## config.mk

```make
export PLATFORM = sky130hd
export DESIGN_NAME = password_verifier
export DESIGN_NICKNAME = d
export VERILOG_FILES = /design/src/rtl/password_verifier.sv
export SDC_FILE = /design/constraint.sdc
export NUM_CORES = 1
export LEC_CHECK = 0
export CORE_ASPECT_RATIO = 0.75
export CORE_MARGIN = 2
export CORE_UTILIZATION = 49
export DETAILED_ROUTE_END_ITERATION = 8
export PLACE_DENSITY_LB_ADDON = 0.15
export SYNTH_ARGS = -nofsm -noshare
export SYNTH_HDL_FRONTEND = slang
export SYNTH_SLANG_ARGS = --single-unit
```

## constraint.sdc

```tcl
create_clock -name clk -period 7.1 [get_ports clk]
set_clock_uncertainty 0.15 [all_clocks]
set_input_delay 1.42 -clock clk [delete_from_list [all_inputs] [get_ports clk]]
set_output_delay 1.42 -clock clk [all_outputs]
set_load 0.02 [all_outputs]
```

## src/rtl/password_verifier.sv

```systemverilog
// ---------------------------------------------------------------------------
// password_verifier
//
// Keypad door controller for ten users. A user enters four BCD digits.
// Pressing enter compares them with that user's stored 16-bit password. A
// match opens the door for UNLOCK_CYCLES cycles. MAX_FAIL consecutive
// failures raise the alarm for LOCKOUT_CYCLES cycles.
//
// Ports:
//   clk          in   system clock, all logic on the rising edge
//   reset        in   synchronous, active-high reset
//   stored_pw    in   [159:0] ten passwords, user k at [16k-1:16k-16],
//                     digit4 in the top nibble, digit1 in the bottom nibble
//   user_sel     in   [3:0] user ID, valid range 1..10
//   digit_in     in   [3:0] BCD key value, valid range 0..9
//   digit_valid  in   one-cycle strobe: digit_in is presented
//   enter        in   one-cycle strobe: submit the entry
//   cancel       in   one-cycle strobe: abandon the entry
//   door_open    out  high for UNLOCK_CYCLES cycles after a match
//   alarm        out  high for LOCKOUT_CYCLES cycles after lockout
//   fail_count   out  [2:0] consecutive failed attempts
//   digit_count  out  [2:0] digits captured in the current entry (0..4)
//   state        out  [2:0] FSM state: IDLE=0 ENTRY=1 CHECK=2 UNLOCK=3
//                     LOCKOUT=4
//
// Handshake: digit_valid, enter and cancel are single-cycle strobes with no
// back-pressure. A strobe is consumed in the cycle it is high when the current
// state accepts it. Otherwise it is dropped with no side effect. The block
// never stalls the keypad and never asks for a strobe to be repeated.
// ---------------------------------------------------------------------------
module password_verifier #(
  parameter int UNLOCK_CYCLES  = 100,
  parameter int LOCKOUT_CYCLES = 200,
  parameter int MAX_FAIL       = 3
) (
  input  logic         clk,
  input  logic         reset,
  input  logic [159:0] stored_pw,
  input  logic [3:0]   user_sel,
  input  logic [3:0]   digit_in,
  input  logic         digit_valid,
  input  logic         enter,
  input  logic         cancel,
  output logic         door_open,
  output logic         alarm,
  output logic [2:0]   fail_count,
  output logic [2:0]   digit_count,
  output logic [2:0]   state
);

  typedef enum logic [2:0] {
    S_IDLE    = 3'd0,
    S_ENTRY   = 3'd1,
    S_CHECK   = 3'd2,
    S_UNLOCK  = 3'd3,
    S_LOCKOUT = 3'd4
  } state_t;

  // The timer only needs to hold CYCLES-1. It is sized for the larger of the
  // two periods, so neither load value can wrap.
  localparam int MAX_CYCLES = (UNLOCK_CYCLES > LOCKOUT_CYCLES) ?
                              UNLOCK_CYCLES : LOCKOUT_CYCLES;
  localparam int TW = (MAX_CYCLES > 1) ? $clog2(MAX_CYCLES + 1) : 1;

  localparam logic [TW-1:0] UNLOCK_LOAD  = TW'(UNLOCK_CYCLES - 1);
  localparam logic [TW-1:0] LOCKOUT_LOAD = TW'(LOCKOUT_CYCLES - 1);
  localparam logic [TW-1:0] TIMER_ONE    = TW'(1);
  localparam logic [2:0]    MAX_FAIL_V   = 3'(MAX_FAIL);

  // Registered state
  state_t        state_q;
  logic [15:0]   buf_q;      // {digit4, digit3, digit2, digit1}
  logic [3:0]    user_q;     // user latched on the first digit
  logic [2:0]    dcnt_q;
  logic [2:0]    fail_q;
  logic [TW-1:0] timer_q;

  // Next-state values
  state_t        state_d;
  logic [15:0]   buf_d;
  logic [3:0]    user_d;
  logic [2:0]    dcnt_d;
  logic [2:0]    fail_d;
  logic [TW-1:0] timer_d;

  // Decoded inputs and the compare path
  logic        user_ok;
  logic        digit_ok;
  logic [15:0] sel_pw;
  logic        match;
  logic [2:0]  fail_inc;

  assign user_ok  = (user_sel >= 4'd1) && (user_sel <= 4'd10);
  assign digit_ok = (digit_in <= 4'd9);
  assign fail_inc = fail_q + 3'd1;

  // stored_pw is read live, so an update made during ENTRY is seen in CHECK.
  always_comb begin
    sel_pw = '0;
    for (int k = 1; k <= 10; k++) begin
      if (user_q == 4'(k)) begin
        sel_pw = stored_pw[(k-1)*16 +: 16];
      end
    end
  end

  // A short entry never matches, whatever the buffer holds.
  assign match = (dcnt_q == 3'd4) && (buf_q == sel_pw);

  // Next-state and datapath logic
  always_comb begin
    state_d = state_q;
    buf_d   = buf_q;
    user_d  = user_q;
    dcnt_d  = dcnt_q;
    fail_d  = fail_q;
    timer_d = timer_q;

    case (state_q)
      S_IDLE: begin
        if (digit_valid && user_ok && digit_ok) begin
          user_d  = user_sel;
          buf_d   = {digit_in, 12'h000};
          dcnt_d  = 3'd1;
          state_d = S_ENTRY;
        end
      end

      S_ENTRY: begin
        // Priority is cancel, then enter, then digit_valid.
        if (cancel) begin
          dcnt_d  = 3'd0;
          buf_d   = '0;
          state_d = S_IDLE;
        end else if (enter) begin
          state_d = S_CHECK;
        end else if (digit_valid && digit_ok) begin
          // Digits fill from digit4 down to digit1. A fifth digit is dropped.
          case (dcnt_q)
            3'd1: begin
              buf_d[11:8] = digit_in;
              dcnt_d      = 3'd2;
            end
            3'd2: begin
              buf_d[7:4] = digit_in;
              dcnt_d     = 3'd3;
            end
            3'd3: begin
              buf_d[3:0] = digit_in;
              dcnt_d     = 3'd4;
            end
            default: ;
          endcase
        end
      end

      S_CHECK: begin
        dcnt_d = 3'd0;
        buf_d  = '0;
        if (match) begin
          fail_d  = 3'd0;
          timer_d = UNLOCK_LOAD;
          state_d = S_UNLOCK;
        end else if (fail_inc >= MAX_FAIL_V) begin
          // Saturate at MAX_FAIL. The count clears when LOCKOUT ends.
          fail_d  = MAX_FAIL_V;
          timer_d = LOCKOUT_LOAD;
          state_d = S_LOCKOUT;
        end else begin
          fail_d  = fail_inc;
          state_d = S_IDLE;
        end
      end

      S_UNLOCK: begin
        if (timer_q == '0) begin
          state_d = S_IDLE;
        end else begin
          timer_d = timer_q - TIMER_ONE;
        end
      end

      S_LOCKOUT: begin
        if (timer_q == '0) begin
          fail_d  = 3'd0;
          state_d = S_IDLE;
        end else begin
          timer_d = timer_q - TIMER_ONE;
        end
      end

      default: begin
        state_d = S_IDLE;
      end
    endcase
  end

  // State register
  always_ff @(posedge clk) begin
    if (reset) begin
      state_q <= S_IDLE;
      buf_q   <= '0;
      user_q  <= '0;
      dcnt_q  <= '0;
      fail_q  <= '0;
      timer_q <= '0;
    end else begin
      state_q <= state_d;
      buf_q   <= buf_d;
      user_q  <= user_d;
      dcnt_q  <= dcnt_d;
      fail_q  <= fail_d;
      timer_q <= timer_d;
    end
  end

  // Both indicators come straight from the state register. They are therefore
  // glitch-free and can never be high together.
  assign door_open   = (state_q == S_UNLOCK);
  assign alarm       = (state_q == S_LOCKOUT);
  assign fail_count  = fail_q;
  assign digit_count = dcnt_q;
  assign state       = state_q;

endmodule

```

==> flow_summary_export.csv <==
group,metric,value,unit
route,ant_nets,0,
finish,design_area,6440,um^2
route,via_per_inst,6.30,
sta,slew_headroom,0.211,
floorplan,start_util,0.508,
critical_path,critPathMaxFanout,26,
clock_network,cts.sinks,37,
clock_network,clk_pin_slew,0.05,ns
power,p_int,518,uW
floorplan,die_h,88.2,um
logic_synthesis,synthSimpleGateAreaFrac,0.346,
finish,drive_above_1_share,0.0850,
route,wire_per_inst,19.3,um
route,drt_wl_total,16700,um
sta,rsz0062_at_grt,"false",
finish,fill_cells,790,
critical_path,critPathMaxStageDelay,1.01,ns
power,ir_drop,0.108,mV
logic_synthesis,synthArstFlopShare,0,
critical_path,critPathRequiredTime,7.12,ns
power,switchingPower,242,uW
route,drt_first_iter_violations,486,
finish,diodes,0,
global_routing,grt_max_degree,106,
logic_synthesis,ys_seq_area_frac,0.160,
critical_path,worstSetupPathType,"reg -> reg",
clock_network,cts_resized,0,
logic_synthesis,synth_top_area_share,0.160,
floorplan,core_area,9120,um^2
global_routing,gr-total-overflow,0,
sta,hold_viol,0,
finish,final_nets,917,
critical_path,end_kind,"flop",
logic_synthesis,yosys_warnings,0,
logic_synthesis,synthAdderAreaFrac,0.0108,
floorplan,die_x,116,um
logic_synthesis,syn_inst,594,
power,swShare,0.318,
sta,slew_violations,0,
logic_synthesis,synth.area.top_cells,"dfxtp_1 16%, mux2i_1 6.1%, a21oi_1 5.1%",
global_routing,grt_pass1_vias,5098,
critical_path,cp.arrival,4.40,ns
sta,finalSetupViolCount,0,
clock_network,cts_hold_buffers,0,
sta,layout_min_cycle_time,4.38,ns
place,dp_hpwl,12900,um
logic_synthesis,synth_flop_cell,"dfxtp_1",
finish,multiInputGateArea,3490,um^2
route,vias,5477,
power,powerDensity,118,nW/um^2
clock_network,cts_tree,"built",
logic_synthesis,syn_area,4630,um^2
job,maxCapViolCount,0,
finish,area_growth,39.0,%
place,port_buffers,183,
logic_synthesis,synth_top_family_by_area,"simple AND/OR/NAND/NOR gates",
global_routing,antenna_found_initial,0,
logic_synthesis,synth-compound-area-share,0.295,
critical_path,r2r_slack,2.72,ns
worst_hold_path,hp-class,"reg -> reg",
floorplan,num_rows,30,
route,drc,0,
finish,ff_latch_area,746,um^2
logic_synthesis,syn_area_per_cell,7.80,um^2
clock_network,post_cts_buffers,0,
logic_synthesis,synth_xor_area_frac,0.0132,
run_status,outcome,"finished, final reports clean",
clock_network,clock-root-buffer,"clkbuf_16",
critical_path,slowest_stage,"nor2b_1",
critical_path,critical_path.cell_chain,"nor2b_1, nor4_1, o311a_1, o21ai_1, nand4b_1, or4_1, nor4_4, nor2_2, mux2_4",
power,sequentialPowerShare,0.313,
floorplan,io_pins,184,
clock_network,clk_latency,0.28,ns
floorplan,dieArea,10300,um^2
clock_network,cts_made_buffers,5,
logic_synthesis,yosys.area.top_type,"dfxtp_1",
clock_network,cts_htree_levels,2,
power,comb_power_share,0.406,
sta,fmax,0.228,GHz
power,pwr-share-clk,0.280,
global_routing,grt_pass1_wl,25800,um
global_routing,grt_use_total,0.321,
logic_synthesis,synth_cell_type_count,93,
critical_path,cp-start-kind,"flop",
logic_synthesis,synth_edf_count,0,
sta,tightestPinTransition,1.18,ns
logic_synthesis,ys_seq_elements,37,
place,dpl-instance-area,6300,um^2
sta,setup_tns,0,ns
logic_synthesis,synth_nets,771,
route,drtPass1Iterations,5,
place,routabilityCongestion,1.01,
clock_network,clockBufferDepth,2,
logic_synthesis,synthMuxAreaShare,0.0889,
power,power.leakage,0.00238,uW
sta,finalCritPeriodShare,0.617,
==> flip-flops by register name, summed over array words and instances (netlist names) <==
| register | cells |
|---|---|
| timer_q | 8 |
| state | 3 |
| user_q | 4 |
| buf_q | 16 |
| digit_count | 3 |
| fail_count | 3 |
==> layout make-up <==
class                      instances  share of cell area
clock buffer                       6              0.0200
clock inverter                     2             0.00155
inverter                           9             0.00525
multi-input combinational        499               0.542
sequential                        37               0.116
tap                              128              0.0249
timing repair buffer             188               0.290
==> power by group through the flow <==
stage | combinational, uW | clock [uW] | sequential [uW]
final | 309 | 213 | 238
after global routing | 330 | 224 | 240
after CTS | 304 | 212 | 238
after detailed placement | 302 | 0 | 242
after global placement | 297 | 0 | 242
after floorplan | 186 | 0 | 227
==> layer usage <==
metal  part of all wire  GRT usage
met1               0.43      0.421
met4              0.039      0.130
met2               0.44      0.513
met3              0.090     0.0727
met5                  0          0
==> synthesized netlist by cell type, drive strengths merged, types with 13 or more instances <==
cell type,instances
mux2i,28
nor3,16
o22ai,13
nor2,51
buf,33
a21oi,50
clkbuf,16
dfxtp,37
nand2,27
o21ai,37
or2,14
nand3b,22
==> metrics by stage <==
stage	setup WS (ns)	hold slack (ns)	utilization	instances	power [uW]
after CTS	2.78	0.380	0.706	869	754
final	2.72	0.377	0.706	869	760
after floorplan	3.26	0.294	-	594	412
after detailed placement	2.64	0.372	0.691	861	544
after global placement	2.71	0.350	0.691	861	539
after global routing	2.51	0.391	0.706	869	794
==> critical path: cells and delay by family, from the launching register on <==
kind / cells / cell delay, ns
and+or+nand+nor: 6 / 2.23
DFF: 1 / 0.95
AOI/OAI and AO/OA: 2 / 0.60
muxes: 1 / 0.31
==> path summary, 6_finish.rpt <==
check,from,endpoint,cells after the start
setup / recovery,user_q[2]$_SDFFE_PP0P_,timer_q[7]$_SDFFE_PP0P_,9
hold / removal,buf_q[15]$_SDFFE_PP0P_,buf_q[15]$_SDFFE_PP0P_,2
setup reg to reg,user_q[2]$_SDFFE_PP0P_,timer_q[7]$_SDFFE_PP0P_,9
hold reg to reg,buf_q[15]$_SDFFE_PP0P_,buf_q[15]$_SDFFE_PP0P_,2
==> placed cells by master (no fill, tap or decap), types with 12 or more instances in the layout <==
cell type / synthesis / final
a21oi_1: 47 / 47
clkdlybuf4s50_1: 0 / 183
dfxtp_1: 37 / 35
mux2i_1: 28 / 28
nand2_1: 26 / 26
nand3b_1: 21 / 21
nor2_1: 50 / 50
nor3_1: 16 / 16
o21ai_0: 31 / 31
o22ai_1: 13 / 13
or2_2: 12 / 12
==> kinds of logic (layout without fill, tap and decap cells) <==
logic type	count (synthesis)	after routing
AOI/OAI and AO/OA	197	197
xor gates and xnor gates	7	7
buffers and inverters	58	205
DFF	37	37
muxes	39	39
adders and majority gates	4	4
and+or+nand+nor	252	252
No activity file was read; power rests on OpenSTA's default activity.
